===== config.mk =====
export PLATFORM = sky130hd
export DESIGN_NAME = divider_seq
export DESIGN_NICKNAME = d
export VERILOG_FILES = /design/src/rtl/divider_seq.sv
export SDC_FILE = /design/constraint.sdc
export NUM_CORES = 1
export LEC_CHECK = 0
export CORE_MARGIN = 1
export CORE_UTILIZATION = 60
export CTS_CLUSTER_SIZE = 20
export DETAILED_ROUTE_END_ITERATION = 12
export PLACE_DENSITY = 0.95
export SLEW_MARGIN = 20
export SYNTH_ARGS = -nofsm -noshare
export SYNTH_HDL_FRONTEND = slang
export SYNTH_SLANG_ARGS = --single-unit

===== constraint.sdc =====
create_clock -name clk -period 6.75 [get_ports clk]
set_clock_uncertainty 0.1 [all_clocks]
set_input_delay 0.675 -clock clk [delete_from_list [all_inputs] [get_ports clk]]
set_output_delay 0.675 -clock clk [all_outputs]
set_load 0.1 [all_outputs]

===== src/rtl/divider_seq.sv =====
// Sequential 32-bit integer divider for RV32M DIV/DIVU/REM/REMU.
// Restoring shift-subtract, one quotient bit per cycle, fixed 33-cycle latency.
//
// state  | meaning
// IDLE   | waiting for start; operands latched on accept
// RUN    | 32 shift-subtract steps, counter 0..31
// FINISH | sign/zero correction, result registered, done pulsed
module divider_seq (
  input  logic        clk,
  input  logic        rst,
  input  logic        start,
  input  logic [1:0]  op,
  input  logic [31:0] dividend,
  input  logic [31:0] divisor,
  output logic [31:0] result,
  output logic        busy,
  output logic        done
);

  typedef enum logic [1:0] {IDLE, RUN, FINISH} state_e;

  state_e      state_q, state_d;
  logic [4:0]  cnt_q, cnt_d;
  logic        is_rem_q, is_rem_d;
  logic [31:0] dvsr_q, dvsr_d;
  logic [31:0] quo_q, quo_d;
  logic [31:0] rem_q, rem_d;
  logic        q_neg_q, q_neg_d;
  logic        r_neg_q, r_neg_d;
  logic        dz_q, dz_d;
  logic [31:0] result_q, result_d;
  logic        done_q, done_d;

  logic        a_neg, b_neg;
  logic [32:0] rem_sh, diff;
  logic [31:0] q_fix, r_fix;

  always_ff @(posedge clk or posedge rst) begin
    if (rst) begin
      state_q  <= IDLE;
      cnt_q    <= '0;
      is_rem_q <= 1'b0;
      dvsr_q   <= '0;
      quo_q    <= '0;
      rem_q    <= '0;
      q_neg_q  <= 1'b0;
      r_neg_q  <= 1'b0;
      dz_q     <= 1'b0;
      result_q <= '0;
      done_q   <= 1'b0;
    end else begin
      state_q  <= state_d;
      cnt_q    <= cnt_d;
      is_rem_q <= is_rem_d;
      dvsr_q   <= dvsr_d;
      quo_q    <= quo_d;
      rem_q    <= rem_d;
      q_neg_q  <= q_neg_d;
      r_neg_q  <= r_neg_d;
      dz_q     <= dz_d;
      result_q <= result_d;
      done_q   <= done_d;
    end
  end

  always_comb begin
    state_d  = state_q;
    cnt_d    = cnt_q;
    is_rem_d = is_rem_q;
    dvsr_d   = dvsr_q;
    quo_d    = quo_q;
    rem_d    = rem_q;
    q_neg_d  = q_neg_q;
    r_neg_d  = r_neg_q;
    dz_d     = dz_q;
    result_d = result_q;
    done_d   = 1'b0;

    a_neg  = ~op[0] & dividend[31];
    b_neg  = ~op[0] & divisor[31];
    // The quotient register doubles as the dividend shift source.
    rem_sh = {rem_q, quo_q[31]};
    diff   = rem_sh - {1'b0, dvsr_q};
    q_fix  = dz_q ? 32'hFFFF_FFFF : (q_neg_q ? (~quo_q + 32'd1) : quo_q);
    r_fix  = r_neg_q ? (~rem_q + 32'd1) : rem_q;

    case (state_q)
      IDLE: begin
        if (start) begin
          is_rem_d = op[1];
          quo_d    = a_neg ? (~dividend + 32'd1) : dividend;
          dvsr_d   = b_neg ? (~divisor + 32'd1) : divisor;
          rem_d    = '0;
          q_neg_d  = a_neg ^ b_neg;
          r_neg_d  = a_neg;
          dz_d     = (divisor == 32'd0);
          cnt_d    = '0;
          state_d  = RUN;
        end
      end
      RUN: begin
        if (!diff[32]) begin
          rem_d = diff[31:0];
          quo_d = {quo_q[30:0], 1'b1};
        end else begin
          rem_d = rem_sh[31:0];
          quo_d = {quo_q[30:0], 1'b0};
        end
        if (cnt_q == 5'd31) state_d = FINISH;
        else                cnt_d   = cnt_q + 5'd1;
      end
      FINISH: begin
        result_d = is_rem_q ? r_fix : q_fix;
        done_d   = 1'b1;
        state_d  = IDLE;
      end
      default: state_d = IDLE;
    endcase
  end

  assign busy   = (state_q != IDLE);
  assign done   = done_q;
  assign result = result_q;

endmodule

==> results.txt, run 1 <==
- Count of flip-flops with a built-in enable after synthesis: 0
- In this run, the combinational gates consume between 60% and 70% of the power.
* Unique masters post-synth: between 60 and 70
- The floorplan step defined a core boundary enclosing 16580 um2.
- For this run, the share of the core covered by cells in the final layout is 72.26%.
- STA puts the critical path data required time at roughly 7.0 ns.
- The detailed router finished its first iteration with 880 violations.
- Worst path arrival time: about 4.2 ns
* Number of nets in the final layout: approximately 1300
- Deepest level of the CTS H-tree: 4
- In the final routed layout, each cell accounts on average for between 15 and 20 um.
- The number of antenna violations at the first check in global routing was 0.
* I/O pin cnt: ~100
- Run status: finished, final reports clean
- Leakage power of the design: 5.091 nW
- Final total negative setup slack: 0 ns
- Number of buffers added on ports: 102
- Warning count from the yosys run: 0
- Postcts setup bufs: 0
* Vias after detailed routing: 9555
* Setup Viol. Count Final: 0
* Commonest cells post-synth: dfrtp_1, xor2_1, o21ai_0
* Final estimated routing congestion in global placement: 0.9164
* Gate count of the mapped netlist: ~1200
* Power consumption: between 7 and 8 mW
* Clk_lat worst skew: roughly 0.42 ns
* Timing-limited maximum frequency: ~250 MHz
- In this run, placement finished with an instance count of around 1400.
* Die X: between 100 and 150 um
- The clock period could shrink to 3.990 ns.
- Max-cap violations: 0
* CTS root buf: clkbuf_16
- dfrtp_1 takes more of the synthesized area than any other cell.
- In the final layout, the share of cells above drive strength 1 is under 10%.
- Counting the fill cells in the layout gives between 1000 and 1500.
- Hold_buf cts: 0
* Switching share of power: 49.43%
- In the routed design, unresolved DRC markers number 0.
- TritonCTS buffer count: 17
* Worst slew slack as a fraction of its limit: around 30%
- Half-perimeter wire length of the detailed placement result: between 15000 and 20000 um
* Aggregate global routing overflow: 0
- Row generation in the floorplan step produced 47 rows.
- Worst setup path start: quo_q[31]
- Reg2reg setup slack: 2.76 ns
- Across every metal layer, demand over resource in global routing totals 31.92%.
- The worst setup path is captured at a flop.
- Top cells by area in the synthesized netlist: dfrtp_1, xor2_1, ha_1, o21ai_0, xnor2_1
* Slew at the pin with the worst max-slew slack: 1.056 ns
- Worst Path Max Fanout: 30
- Buffer levels on the longest clock path: 2
- The first global-routing pass estimated approximately 45000 um of wire.
- Across all setup checks in the final design, the least slack found is roughly 2.8 ns.
* Largest net degree at the start of global routing: roughly 70
* Synth Area per Inst: 8.684 um2
* Synth Cell Area: between 10000 and 15000 um2
- Worst hold start: result[16]
* Drt total wl: ~28000 um
- Part of the total power dissipated in sequential elements: between 20% and 30%
* Area share of the largest cell type after synthesis: 34.33%
* Clock share of power: between 10 and 15%
- By startpoint and endpoint, the worst setup path is classified as reg2reg.
- Leading register cell type out of synthesis: dfrtp_1
- Area used by sequential logic in the layout: 3503 um2
- Clock-pin slew on the worst setup and hold paths: roughly 0.060 ns
* Crit path launch type: flop
- Fraction of the yosys area taken by sequential cells: 34.33%
- Using the TritonRoute via totals, the vias-per-cell ratio works out to 6.496.
* Multi-input logic area: 6292 um2
* Die H: between 100 and 150 um
- Routed Antenna Nets: 0
- Post-CTS Resized: 0
* Total Die Area: roughly 18000 um2
- Flops & latches, synth: 140
- Pwr/cell area: approximately 600 nW/um2
* Classification of the worst-slack hold path: reg2reg
* Most frequently used cell type in the post-synthesis netlist: dfrtp_1
- Layout Cells excl Fill: 1471
- In this run the critical register-to-register path is launched from quo_q[31].
- First-pass iteration count of the detailed router: 6
- Compared with the post-synthesis result, the final layout area differs by 17.44%.
- VDD sags by at most between 0.0004 and 0.0005 V.
- Prior to clock tree synthesis, the placed netlist has a worst setup slack of approximately 2.7 ns.
* Fraction of registers with async set or reset after synthesis: 100.0%
* Synthesized net count: about 1300
- The number of slew-limit violations in the final report is 0.
- Switching Power: around 3.6 mW
- Via count of the first global-routing pass: around 9000
- Final period utilization: 59.11%
* Unrepaired setup endpoints after global routing: no
- Number of antenna repair diodes: 0
* Starting utilization of the core area: around three fifths
- Internal power comes to around 3.6 mW.
- Final Hold Violating Endpoints: 0
- TritonCTS Sinks: 140
* Clock tree from TritonCTS: yes
sequential cells by signal, summed over array words and instances, names as in the netlist:
name / flops
is_rem_q: 1
rem_q: 32
quo_q: 32
result: 32
dvsr_q: 32
cnt_q: 5
done: 1
q_neg_q: 1
r_neg_q: 1
dz_q: 1
state_q: 2
worst paths after layout:
kind	depth (start not counted)	endpoint
hold / removal	1	result[16]
max in group asynchronous	3	dvsr_q[8]
hold reg to reg	1	result[16]
setup / recovery	13	rem_q[31]
min in group asynchronous	2	quo_q[27]
setup reg to reg	13	rem_q[31]
cell usage in the layout (no fill, tap or decap), drive strengths merged, types with 11 or more instances in the layout:
| cell type | n |
|---|---|
| mux2i | 29 |
| ha | 38 |
| nor3 | 17 |
| or4 | 21 |
| nand4 | 11 |
| o21ai | 136 |
| nand3 | 43 |
| a221oi | 24 |
| clkdlybuf4s50 | 102 |
| inv | 53 |
| o41ai | 15 |
| xnor2 | 48 |
| xor2 | 100 |
| nand2 | 92 |
| nor2b | 11 |
| nor4 | 12 |
| a21oi | 65 |
| nor2 | 45 |
| clkbuf | 19 |
| nand2b | 18 |
| dfrtp | 140 |
| o31ai | 33 |
| a22oi | 29 |
| a21o | 34 |
kinds of logic after synthesis:
group | synth area share (%)
buffers and inverters | 4.329
and+or+nand+nor | 15.92
muxes | 2.955
DFF | 34.33
AOI/OAI and AO/OA | 24.83
xor gates and xnor gates | 12.78
adders and majority gates | 4.856
critical path, cell delays in order (launching register included):
cell      delay (ns)
dfrtp_1         0.36
inv_1           0.11
ha_1            0.23
fa_1            0.39
nand2b_1        0.19
a21oi_1         0.26
o21ai_1         0.11
and2_1          0.23
o21a_1          0.31
o31ai_2         0.39
xor2_4          0.29
buf_4           0.47
nand2_1         0.22
o211ai_1        0.23
stage by stage:
| step | instance area, um2 | hold slack [ns] |
|---|---|---|
| 6_report | 11980 | 0.3756 |
| 5_1_grt | 11980 | 0.3963 |
| 4_1_cts | 11960 | 0.3780 |
| 3_5_place_dp | 11340 | 0.3650 |
| 3_3_place_gp | 11340 | 0.3592 |
| 2_1_floorplan | 10200 | 0.3498 |
power by group through the flow:
stage	logic, mW	clock network (mW)	registers, mW
6_report	4.44	0.984	1.77
3_3_place_gp	4.16	0	1.73
2_1_floorplan	3.18	0	1.86
3_5_place_dp	4.31	0	1.75
4_1_cts	4.38	0.985	1.75
5_1_grt	4.82	1.03	1.81
cell type report:
cell class              count  share of cell area (%)
repair buffers            111                   9.189
clock buffers              19                   3.780
well taps                 220                   2.297
clock inverters            12                   1.347
inverters                  51                   1.639
multi-input cells         918                   52.51
flip-flops and latches    140                   29.24
layer usage:
metal	global-route usage [%]	routed length, um
met5	0	0
met4	9.515	619
met2	55.18	14040
met1	40.71	10960
met3	5.767	2081
No activity file was read; power rests on OpenSTA's default activity.
==> inputs of run 2 (changes only) <==
--- a/config.mk
+++ b/config.mk
@@ -6,10 +6,10 @@
 export NUM_CORES = 1
 export LEC_CHECK = 0
 export CORE_MARGIN = 1
-export CORE_UTILIZATION = 60
+export CORE_UTILIZATION = 59
 export CTS_CLUSTER_SIZE = 20
 export DETAILED_ROUTE_END_ITERATION = 12
-export PLACE_DENSITY = 0.95
+export PLACE_DENSITY = 0.94
 export SLEW_MARGIN = 20
 export SYNTH_ARGS = -nofsm -noshare
 export SYNTH_HDL_FRONTEND = slang
==> constraint.sdc (replaced) <==
create_clock -name clk -period 3.9 [get_ports clk]
set_clock_uncertainty 0.1 [all_clocks]
set_input_delay 0.39 -clock clk [delete_from_list [all_inputs] [get_ports clk]]
set_output_delay 0.39 -clock clk [all_outputs]
set_load 0.1 [all_outputs]
==> run 2 against run 1 <==
Effect of this change:
- sequential power is 72% higher
- sequential cell count did not move
- hold slack worse by 0.044 ns
- largest power group unchanged
- critical path depth unchanged
- combinational power up 75%
- utilization is 0.22 points lower
- register-to-register slack worse by 2.4 ns
- total power is 74% higher
- critical path type unchanged
- non-clock buffer count rose by 8
==> results.txt, run 2 (synthesis gave the netlist of run 1 again) <==
- Die X: 133.5 um (+0.83%)
* Final total negative setup slack: 0 ns (unchanged)
- The transition at the pin with the smallest max-transition slack was 1.021 ns (-0.03487 ns).
- Number of buffers added on ports: 102 (unchanged)
- Leading cell type in the layout, fill and taps excluded: dfrtp_1
- Worst vdd ir: 0.0006082 V (+33%)
- The number of antenna violations at the first check in global routing was 0 (unchanged).
* Layout area overhead: 18.33%
- Time the worst path needs with I/O delays and setup: 3.588 ns (-0.4021 ns)
* DRC marker count from the first detailed-route iteration: 895 (+1.7%)
* Number of antenna repair diodes: 0 (unchanged)
- CTS root buf: clkbuf_16
- The average wire per standard cell is 18.64 um (-1.0%).
- The flow ran to the end, and the final reports show no timing, DRC or antenna violations.
- TritonCTS Sinks: 140 (unchanged)
* Clock tree from TritonCTS: yes
- The portion of the clock cycle consumed by the worst path in the final layout was 92.00% (+33 points).
* Deepest level of the CTS H-tree: 4 (unchanged)
- The highest clock rate is 278.7 MHz (+11%).
- The final-report setup violation count was 0 (unchanged).
- Pwr/cell area: 1039 nW/um2 (+73%)
- The global-route wire length before repair is 45680 um (+1.4%).
- Final Hold Violating Endpoints: 0 (unchanged)
- The most numerous cell type found on the critical path is o21ai_1.
* Crit path largest cell delay: 0.40 ns (-0.07 ns)
- The detailed placer's ending HPWL is 19450 um (-0.43%).
- Traced cell by cell, the critical path runs through inv_1 -> ha_1 -> fa_1 -> nand2b_1 -> a21oi_1 -> o21ai_1 -> and2_1 -> o21a_1 -> o31ai_2 -> xor2_4 -> buf_12 -> mux2i_1 -> o21ai_1.
- Largest net degree at the start of global routing: 90 (+25%)
- Unrepaired setup endpoints after global routing: no
* Total placed instance area: 11450 um2 (+0.92%)
- Worst Path Max Fanout: 26 (-13%)
* Buffer levels on the longest clock path: 2 (unchanged)
- Global router's overall resource usage: 31.90% (about the same)
* Number of nets in the final layout: 1355 (+0.59%)
- Commonest non-fill, non-tap cells in the layout: dfrtp_1, clkdlybuf4s50_1, xor2_1
- Number of remaining DRC errors: 0 (unchanged)
- The floorplan row count was 47 (unchanged).
- The detailed-router iteration count before antenna repair is 7 (+1).
- The reported max-cap violation count is 0 (unchanged).
- The final weighted congestion of routability-driven global placement came to 0.9225 (+0.67%).
- Total Die Area: 17820 um2 (+1.7%)
* Hold_buf cts: 0 (unchanged)
- Total count of max-transition violations in the final report: 0 (unchanged)
- Start of the worst register-to-register path: quo_q[31]
- The worst setup path is launched from a flop.
- In this run the worst setup path begins at quo_q[31].
- Clk_lat worst skew: 0.43 ns (about the same)
- The I/O pin count was 103 (unchanged).
* TritonCTS buffer count: 17 (unchanged)
- The initial cell density of the core came to 60.88% (-0.65 points).
* Die H: 133.5 um (+0.83%)
- The via count of the first global-routing pass is 9321 (+2.2%).
- The leakage power figure was 5.146 nW (+1.1%).
- The remaining number of nets flagged by the antenna check after routing was 0 (unchanged).
* Drt total wl: 27580 um (-0.43%)
- Crit-path slowest cell: fa_1
* Critical setup path kind: reg2reg
- The post-cts sizing count came to 0 (unchanged).
- Classification of the worst-slack hold path: in2async
- The final global-route overflow total was 0 (unchanged).
- Required time reported for the critical path endpoint: 4.08 ns (-2.90 ns)
- Worst slew slack as a fraction of its limit: 31.71% (+2.1 points)
- The share of final-layout standard cells stronger than drive strength 1 came to 6.349% (+0.59 points).
- Clock-pin slew on the worst setup and hold paths: 0.06 ns (about the same)
- The core outline area is 16760 um2 (+1.1%).
* Crit. End Element: flop
- Postcts setup bufs: 0 (unchanged)
* Via count normalized by instance count: 6.478 (-0.26%)
* Area of all placed cells without fillers: 12070 um2 (+0.76%)
* Worst path arrival time: 3.77 ns (-0.45 ns)
- The via count came to 9588 (+0.35%).
## run 2: worst max-delay path: cells and delay by family, from the launching register on
kind                       cells  cell delay [ns]
buffers and inverters          2             0.32
adders and majority gates      2             0.62
muxes                          1             0.24
AOI/OAI and AO/OA              5             1.12
and+or+nand+nor                2             0.44
DFF                            1             0.37
xor gates and xnor gates       1             0.22
## run 2: cell type report
class | instances | area [um2]
Clock buffer | 22 | 484.2
Clock inverter | 10 | 137.6
Fill cell | 1224 | 4686
Inverter | 51 | 195.2
Multi-Input combinational cell | 918 | 6292
Sequential cell | 140 | 3503
Tap cell | 220 | 275.3
Timing Repair Buffer | 119 | 1186
## run 2: power by group
part / internal, mW / switching [mW] / leakage, nW
Sequential: 2.14 / 0.904 / 1.77
Combinational: 3.18 / 4.60 / 3.08
Clock: 1.07 / 0.647 / 0.302
## run 2: per-layer routing
metal | GRT usage, % | routed length, um | part of all wire, % | vias up
met1 | 40.71 | 11320 | 41 | 4601
met5 | 0 | 0 | 0 | -
met2 | 53.59 | 13640 | 49 | 443
li1 | - | - | - | 4453
met3 | 4.871 | 1647 | 6.0 | 91
met4 | 14.27 | 975 | 3.5 | 0
## run 2: metrics by stage
stage	instances	utilization (%)	setup WS, ns	power (mW)	hold slack, ns
floorplan	1175	-	0.5927	8.722	0.3498
global placement	1448	68.30	0.2224	10.31	0.3577
detailed placement	1448	68.30	0.1372	10.58	0.3664
CTS	1480	72.01	0.3411	12.42	0.3576
global route	1480	72.04	0.09733	13.40	0.3900
finish	1480	72.04	0.3118	12.55	0.3315
## run 2: path summary, 6_finish.rpt
kind,end,cells past startpoint,slack [ns]
setup reg to reg,rem_q[3],13,0.31
min in group clk,result[4],1,0.37
max in group asynchronous,dz_q,3,2.61
setup / recovery,rem_q[3],13,0.31
hold / removal,quo_q[8],2,0.33
hold reg to reg,result[4],1,0.37
